--- src/rtl/score_display_pkg.sv ---
// Shared definitions for the score-to-BCD conversion path: digit geometry,
// converter FSM states and the significant-digit counter.
package score_display_pkg;

  localparam int DIGITS = 10;
  localparam int BCD_W  = 4;

  typedef enum logic [1:0] {
    IDLE  = 2'd0,
    SHIFT = 2'd1,
    WAIT  = 2'd2
  } state_t;

  // Number of digits the display must show: one past the highest nonzero
  // nibble, never less than one so a zero score still shows "0".
  function automatic logic [3:0] count_sig_digits(input logic [DIGITS*BCD_W-1:0] pending);
    logic [3:0] n;
    n = 4'd1;
    for (int k = 0; k < DIGITS; k++) begin
      if (pending[k*BCD_W +: BCD_W] != '0) begin
        n = 4'(k + 1);
      end
    end
    return n;
  endfunction

endpackage

--- src/rtl/bcd_digit_adjust.sv ---
// Double-dabble correction for one BCD nibble: a digit of 5 or more gets +3
// so that the following left shift carries correctly into the next digit.
module bcd_digit_adjust (
  input  logic [3:0] nibble,
  output logic [3:0] adjusted
);

  // Inputs never exceed 9 here, so the 4-bit add cannot overflow.
  always_comb begin
    adjusted = (nibble >= 4'd5) ? nibble + 4'd3 : nibble;
  end

endmodule

--- src/rtl/score_bcd_converter.sv ---
// Iterative binary-to-BCD converter for the score display. One score bit is
// shifted in per cycle; the finished digits are held back until a frame
// boundary so the displayed score never changes in the middle of a frame.
module score_bcd_converter #(
  parameter int SCORE_WIDTH    = 32,
  parameter int DIGITS         = 10,
  parameter bit AUTO_RECONVERT = 1'b1
) (
  input  logic                   clk,
  input  logic                   reset,
  input  logic [SCORE_WIDTH-1:0] score,
  input  logic                   start,
  input  logic                   frame_end,
  output logic                   busy,
  output logic                   done,
  output logic [4*DIGITS-1:0]    digits,
  output logic [3:0]             num_digits
);

  import score_display_pkg::*;

  localparam int CNT_W     = $clog2(SCORE_WIDTH + 1);
  localparam int BCD_TOTAL = DIGITS * BCD_W;
  localparam int PKG_BCD_W = score_display_pkg::DIGITS * BCD_W;

  state_t                 state;
  logic [CNT_W-1:0]       cnt;
  logic [SCORE_WIDTH-1:0] bin;
  logic [SCORE_WIDTH-1:0] last_score;
  logic [BCD_TOTAL-1:0]   bcd;
  logic [BCD_TOTAL-1:0]   pending;
  logic [BCD_TOTAL-1:0]   adjusted;
  logic [BCD_TOTAL-1:0]   bcd_next;
  logic [SCORE_WIDTH-1:0] bin_next;
  logic                   unused_carry;
  logic [PKG_BCD_W-1:0]   pending_ext;
  logic                   req;

  // One correction cell per digit, all applied in parallel before each shift.
  for (genvar g = 0; g < DIGITS; g++) begin : g_adjust
    bcd_digit_adjust u_adjust (
      .nibble   (bcd[g*BCD_W +: BCD_W]),
      .adjusted (adjusted[g*BCD_W +: BCD_W])
    );
  end

  // A conversion is wanted on an explicit start, or in auto mode whenever the
  // score has moved away from the value last converted.
  assign req = start | (AUTO_RECONVERT && (score != last_score));

  // Shift {bcd,bin} left by one; the bit leaving the top digit is dropped
  // because the digit count always covers the full score range.
  assign {unused_carry, bcd_next, bin_next} = {adjusted, bin, 1'b0};

  assign pending_ext = PKG_BCD_W'(pending);

  // Conversion FSM with registered busy/done/digits so outputs stay glitch-free
  // and stable between commits.
  always_ff @(posedge clk) begin
    if (reset) begin
      state      <= IDLE;
      busy       <= 1'b0;
      done       <= 1'b0;
      digits     <= '0;
      num_digits <= 4'd1;
      last_score <= '0;
      bin        <= '0;
      bcd        <= '0;
      pending    <= '0;
      cnt        <= '0;
    end else begin
      done <= 1'b0;
      case (state)
        IDLE: begin
          if (req) begin
            bin        <= score;
            last_score <= score;
            bcd        <= '0;
            cnt        <= '0;
            busy       <= 1'b1;
            state      <= SHIFT;
          end
        end
        SHIFT: begin
          bcd <= bcd_next;
          bin <= bin_next;
          cnt <= cnt + 1'b1;
          if (cnt == CNT_W'(SCORE_WIDTH - 1)) begin
            pending <= bcd_next;
            state   <= WAIT;
          end
        end
        WAIT: begin
          if (frame_end) begin
            digits     <= pending;
            num_digits <= count_sig_digits(pending_ext);
            done       <= 1'b1;
            busy       <= 1'b0;
            state      <= IDLE;
          end
        end
        default: begin
          state <= IDLE;
          busy  <= 1'b0;
        end
      endcase
    end
  end

endmodule

--- config.mk ---
export PLATFORM = sky130hd
export DESIGN_NAME = score_bcd_converter
export DESIGN_NICKNAME = d
export VERILOG_FILES = /design/src/rtl/score_display_pkg.sv /design/src/rtl/bcd_digit_adjust.sv /design/src/rtl/score_bcd_converter.sv
export SDC_FILE = /design/constraint.sdc
export NUM_CORES = 1
export LEC_CHECK = 0
export BUFFER_PORTS_ARGS = -buffer_cell sky130_fd_sc_hd__buf_4
export CORE_MARGIN = 8
export CORE_UTILIZATION = 35
export DETAILED_ROUTE_END_ITERATION = 8
export SLEW_MARGIN = 20
export SYNTH_ARGS = -nofsm -noshare
export SYNTH_HDL_FRONTEND = slang
export SYNTH_SLANG_ARGS = --single-unit
--- constraint.sdc ---
create_clock -name clk -period 2.61 [get_ports clk]
set_input_delay 0.522 -clock clk [delete_from_list [all_inputs] [get_ports clk]]
set_output_delay 0.522 -clock clk [all_outputs]
set_load 0.005 [all_outputs]
; ---- Word-level counts from Yosys, hierarchy flattened
; Cells that the tools add are included.
[classes]
add_sub_neg = 11
magnitude_cmp = 10
n_eq_ne = 7
muxes = 33
bitwise = 3
n_reduce_logical = 18
[ops]
columns = operator, count
row1 = case mux 40 bit (2 select lines), 1
row2 = two-way mux 4 bit, 17
row3 = case mux 32 bit (2 select lines), 1
row4 = greater-or-equal comparator 4 x 3 -> 1 bit (second input constant), 10
row5 = two-way mux 40 bit, 1
row6 = adder 4 x 2 -> 4 bit (second input constant), 9
row7 = nonzero test 4 bit, 9
row8 = two-way mux 32 bit, 1
row9 = inequality test 32 bit, 1
row10 = case mux 6 bit (2 select lines), 1
row11 = two-way mux 2 bit, 4
row12 = AND reduction 2 bit, 4
row13 = adder 6 x 1 -> 6 bit (second input constant), 1
row14 = == test 6 x 5 -> 1 bit (second input constant), 1
row15 = two-way mux 6 bit, 1
row16 = inequality test 2 bit (second input constant), 3
row17 = case mux 2 bit (3 select lines), 1
row18 = AND reduction 3 bit, 2
row19 = adder 3 x 2 -> 3 bit (second input constant), 1
row20 = two-way mux 1 bit, 3
row21 = two-way mux 3 bit, 1
row22 = case mux 1 bit (3 select lines), 1
row23 = == test 2 x 1 -> 1 bit (second input constant), 1
row24 = == test 2 bit (second input constant), 1
row25 = other kinds (5), 6
[totals]
regBits = 198
inputBits = 36
out_inout_bits = 46
wordCells = 92

; ---- Logic depth before layout (Yosys ltp)
[depth]
depth_word = 10
mapped_depth = 8
mapped_depth_nobuf = 8

; ---- By module
; From an unflattened synthesis, not the netlist that was laid out.
[hier_totals]
cells_unflattened = 1161
hier_area_um2 = 9322.7
[by_module_without_submodules]
columns = mod, instances, cells_each, area_per_inst_um2
row1 = score_bcd_converter, 1, 1001, 8309.2
row2 = bcd_digit_adjust, 10, 16, 101.3

; ---- Least setup slack after synthesis
; OpenSTA, ideal clock, no wires.
[synth_path]
path_type = input-to-reg
from = input port score[16]
to = register bin[8]
arrival_ns = 1.861
required_ns = 2.482
setup_slack_ns = 0.622
stages = 7
n_path_buf = 1
cell_sequence = xnor2_1 nand3_1 nor4_4 nor2_1 clkbuf_1 a222oi_1 nor2_1
[synth_between]
elab_chain_cells = 4
[synth_rtl]
columns = item, line
row1 = start: declaration, score_bcd_converter.sv:11  ; input logic [SCORE_WIDTH-1:0] score,
row2 = inequality test 32 bit, score_bcd_converter.sv:49  ; assign req = start | (AUTO_RECONVERT && (score != last_score));
row3 = bitwise OR 1 bit, score_bcd_converter.sv:49
row4 = inequality test 2 bit (no line), -
row5 = AND reduction 2 bit (no line), -
row6 = end signal: assignment, score_bcd_converter.sv:76  ; bin <= score;
row7 = end signal: assignment, score_bcd_converter.sv:86  ; bin <= bin_next;
row8 = end: declaration, score_bcd_converter.sv:28  ; logic [SCORE_WIDTH-1:0] bin;
; Every way passes these cells.
; A chain may end at the register's enable or synchronous reset.

; ---- Final worst setup path
[layout_path]
from = register last_score[22]
to = register bcd[5]
[layout_between]
elab_chain_cells = 4
[layout_rtl]
columns = item, line
row1 = start: declaration, score_bcd_converter.sv:29  ; logic [SCORE_WIDTH-1:0] last_score;
row2 = start signal: assignment, score_bcd_converter.sv:77  ; last_score <= score;
row3 = inequality test 32 bit, score_bcd_converter.sv:49
row4 = bitwise OR 1 bit, score_bcd_converter.sv:49
row5 = inequality test 2 bit (no line), -
row6 = AND reduction 2 bit (no line), -
row7 = end signal: assignment, score_bcd_converter.sv:85  ; bcd <= bcd_next;
row8 = end: declaration, score_bcd_converter.sv:30  ; logic [BCD_TOTAL-1:0] bcd;
; Every way passes these cells.

==> Flow_metrics.wiki <==
{| class="wikitable"
! Metric !! Value
|-
| Result of the run || complete, no violations
|-
| Ratio of total power to cell area || 615.2 nW/µm²
|-
| # placed instances || around 1400
|-
| Average footprint of a synthesized cell || just over 9 µm²
|-
| Post-CTS Hold Fix Bufs || 0
|-
| Antenna violations before repair || 0
|-
| Number of slew-limit violations in the final report || 0
|-
| Slowest stage cell, crit path || sky130_fd_sc_hd__dfxtp_1
|-
| Antenna diode count || 0
|-
| Area overhead of the layout relative to synthesis || 17.89%
|-
| Post-synthesis simple-gate area fraction || 17.24%
|-
| Clk sinks || around 200
|-
| Area share of the largest cell type after synthesis || around 44%
|-
| Pin count of the biggest net entering global routing || 96
|-
| Power, Total || ~6.5 mW
|-
| Boundary pin count || 82
|-
| Clock transition at the registers of the reported paths || 0.08 ns
|-
| Unrepaired setup endpoints after global routing || false
|-
| Number of global-route vias before repair || roughly 7200
|-
| CP required || 2.93 ns
|-
| Placer Congestion || 0.7515
|-
| Fmax || approximately 0.48 GHz
|-
| Met3 layer wire length in the routed design || between 800 and 900 µm
|-
| Slew of the pin with the lowest slew margin || between 1 and 1.5 ns
|-
| Worst stage delay on the critical path || between 0.3 and 0.4 ns
|-
| Critical path cell sequence || xnor2_1 > nand4_1 > nor4_4 > buf_4 > a31oi_4 > buf_12 > a2111oi_2
|-
| Post-route standard cell area excluding fillers || about 11000 µm²
|-
| Die span in x || about 180 µm
|-
| Number of cell rows || between 50 and 60
|-
| Netlist cell types || ~50
|-
| Final layout net count || roughly 1100
|-
| Cell count after synthesis || 991
|-
| Routed wire length per instance || between 15 and 20 µm
|-
| Yosys warnings || 0
|-
| Initial core utilization || 35.73%
|-
| Max IR drop VDD || between 0.4 and 0.5 mV
|-
| CP delay by family, top || simple AND/OR/NAND/NOR gates
|-
| Total number of vias || ~7200
|-
| Vias per inst || around 5.2
|-
| Share of final-layout standard cells stronger than drive strength 1 || roughly a fifth
|-
| Buffers inserted by post-CTS timing repair || 0
|-
| Core region area || around 25000 µm²
|-
| Final standard cell count with taps included and fillers excluded || approximately 1400
|-
| Quantity of I/O buffers inserted on ports || about 80
|-
| Count of buffering cells on the critical path with inverters included || 2
|-
| Detailed router's first-iteration violation count || 514
|-
| Sum of net half-perimeters after detailed placement || approximately 15000 µm
|-
| Routed length on met2 || between 10000 and 15000 µm
|-
| Topmost layer with routed signal wires || met4
|-
| Xor-xnor portion of the synthesized cell area || a little over 4%
|-
| Leakage power total || about 3.9 nW
|-
| Cell type contributing the most total cell area after synthesis || sky130_fd_sc_hd__dfxtp_1
|-
| Register-to-register setup slack || approximately 0.50 ns
|-
| Critical-path maximum fanout || 26
|-
| Combinational family with the most area after synthesis || compound AO/OA/AOI/OAI gates
|-
| Part of the cycle the worst path needs || about 81%
|-
| Maximum root-to-sink buffer count || 2
|-
| Kind of launch point of the worst setup path || flip-flop
|-
| H-tree depth || 4
|-
| Die Height || ~180 µm
|-
| Arithmetic-cell share of the synthesized area counting full adders, half adders and majority gates || roughly 3%
|-
| GR Overflow Total || 0
|-
| Clock period minus worst slack || about 2.1 ns
|-
| Count of nets left with antenna violations after detail routing || 0
|-
| Cell chosen for the clock root || sky130_fd_sc_hd__clkbuf_16
|-
| GR Util All Layers || approximately 14%
|-
| Hold/Removal Path Class || input port to flip-flop
|-
| Slew Limit Headroom || between 20 and 30%
|-
| Global-route wire length before repair || between 30000 and 40000 µm
|-
| Wire length after detailed routing || between 20000 and 25000 µm
|-
| Overall die area || between 30000 and 40000 µm²
|-
| CTS tree || built
|-
| Most used flip-flop cell after synthesis || sky130_fd_sc_hd__dfxtp_1
|-
| Data arrival time of the worst path || around 2.4 ns
|-
| DRC violations left || 0
|-
| Total CTS buffers || 17
|-
| Final count of hold timing violations || 0
|-
| Capturing element type of the critical path || flip-flop
|-
| Fraction of the yosys area taken by sequential cells || between 40% and 50%
|-
| Post-synthesis mux area share || under 10%
|-
| Kind of critical path || flip-flop to flip-flop
|-
| Setup violations, final || 0
|-
| Net Count, Synth || between 1000 and 1500
|-
| Number of detailed-route iterations in the first pass || 7
|-
| WL met1 || roughly 10000 µm
|-
| Filler Cell Count || roughly 2500
|-
| Async set-or-reset flop fraction in the synthesized netlist || 0%
|-
| Cell types with the largest area share after synthesis || sky130_fd_sc_hd__dfxtp_1 44%, sky130_fd_sc_hd__nor2_1 6.7%, sky130_fd_sc_hd__a21oi_1 5.1%
|-
| Number of maximum-capacitance constraint violations || 0
|-
| EDFF count, synth || 0
|-
| Total of flip-flops plus latches after synthesis || about 200
|-
| Post-cts resize count || 0
|-
| Post-place instance area || 10020 µm²
|-
| Cell area after synthesis || between 8000 and 9000 µm²
|-
| Clock latency of the later-clocked register in the worst-skew pair || between 0.4 and 0.5 ns
|-
| Synth Area in Compound Gates || between 15 and 20%
|-
| Layout Skew || between 0.015 and 0.02 ns
|-
| Worst hold-check slack || around 0.31 ns
|-
| Fin Setup TNS || 0 ns
|}
==> final timing paths <==
check	from	to	depth (start not counted)
max	last_score[22]$_SDFFE_PP0P_	bcd[5]$_SDFFE_PP0P_	7
min	reset	cnt[0]$_SDFFE_PP0P_	2
max reg2reg	last_score[22]$_SDFFE_PP0P_	bcd[5]$_SDFFE_PP0P_	7
min reg2reg	digits[25]$_SDFFE_PP0P_	digits[25]$_SDFFE_PP0P_	2
==> through the flow <==
step	setup WS [ns]	utilization (%)
after floorplan	0.6218	-
after global placement	0.2080	39.79
after detailed placement	0.1948	39.79
after CTS	0.4763	42.13
after global routing	0.3855	42.13
final	0.5049	42.13
==> worst reg2reg max path: stages (launching register included) <==
cell and delay (ns):
sky130_fd_sc_hd__dfxtp_1 0.33, sky130_fd_sc_hd__xnor2_1 0.29, sky130_fd_sc_hd__nand4_1 0.21, sky130_fd_sc_hd__nor4_4 0.32, sky130_fd_sc_hd__buf_4 0.18, sky130_fd_sc_hd__a31oi_4 0.10, sky130_fd_sc_hd__buf_12 0.22, sky130_fd_sc_hd__a2111oi_2 0.32
==> power by group <==
group / internal, mW / switching, mW
clock: 1.40 / 1.25
combinational: 0.311 / 0.368
sequential: 3.12 / 0.0779
==> Yosys cell counts, drive strengths merged, types with 2 or more instances <==
cell type and number:
or2 2, mux2 38, a31oi 6, a21oi 93
nor3 15, nor3b 18, o21ai 15, nor2 160
clkbuf 52, a211oi 19, a32o 10, or4 2
nand4 8, inv 22, a2111oi 30, xnor2 41
buf 18, a22o 3, nand3 2, a311oi 2
and3 3, nand2 103, nor4 11, o22ai 3
mux2i 29, ha 21, nand2b 16, a21o 2
a222oi 28, o32ai 11, dfxtp 198
==> placed cells by master (no fill, tap or decap), types with 19 or more instances in the layout <==
| cell | count |
|---|---|
| sky130_fd_sc_hd__a21oi_1 | 92 |
| sky130_fd_sc_hd__a2111oi_2 | 28 |
| sky130_fd_sc_hd__ha_1 | 21 |
| sky130_fd_sc_hd__buf_4 | 100 |
| sky130_fd_sc_hd__inv_1 | 22 |
| sky130_fd_sc_hd__nor2_1 | 158 |
| sky130_fd_sc_hd__a211oi_1 | 19 |
| sky130_fd_sc_hd__a222oi_1 | 28 |
| sky130_fd_sc_hd__nand2_1 | 103 |
| sky130_fd_sc_hd__xnor2_1 | 41 |
| sky130_fd_sc_hd__dfxtp_1 | 197 |
| sky130_fd_sc_hd__mux2i_1 | 29 |
| sky130_fd_sc_hd__mux2_2 | 38 |
==> cells by family after synthesis <==
family / after synthesis
multiplexers: 67
adder cells (fa/ha/maj): 21
XOR/XNOR: 42
buffers and inverters: 92
flip-flops: 198
AO/OA/AOI/OAI: 226
AND/OR/NAND/NOR: 345
==> metal layers <==
layer | vias up | GRT usage, %
met3 | 17 | 3.119
met5 | - | 0
li1 | 3670 | -
met1 | 3428 | 17.81
met4 | 0 | 3.643
met2 | 124 | 24.38
==> registers in the layout (all words and copies together) (netlist names) <==
| register | cells |
|---|---|
| bcd | 40 |
| bin | 32 |
| busy | 1 |
| cnt | 6 |
| digits | 40 |
| done | 1 |
| last_score | 32 |
| num_digits | 4 |
| pending | 40 |
| state | 2 |
==> area by class of cell <==
class	count	area, µm²	area share (%)
sequential	198	3965	37.37
inverter	22	82.58	0.7784
clock inverter	13	136.4	1.286
timing repair buffer	107	882.1	8.315
tap	330	412.9	3.892
clock buffer	19	452.9	4.269
multi-input combinational	701	4677	44.09
Power figures use the tool's default switching activity.
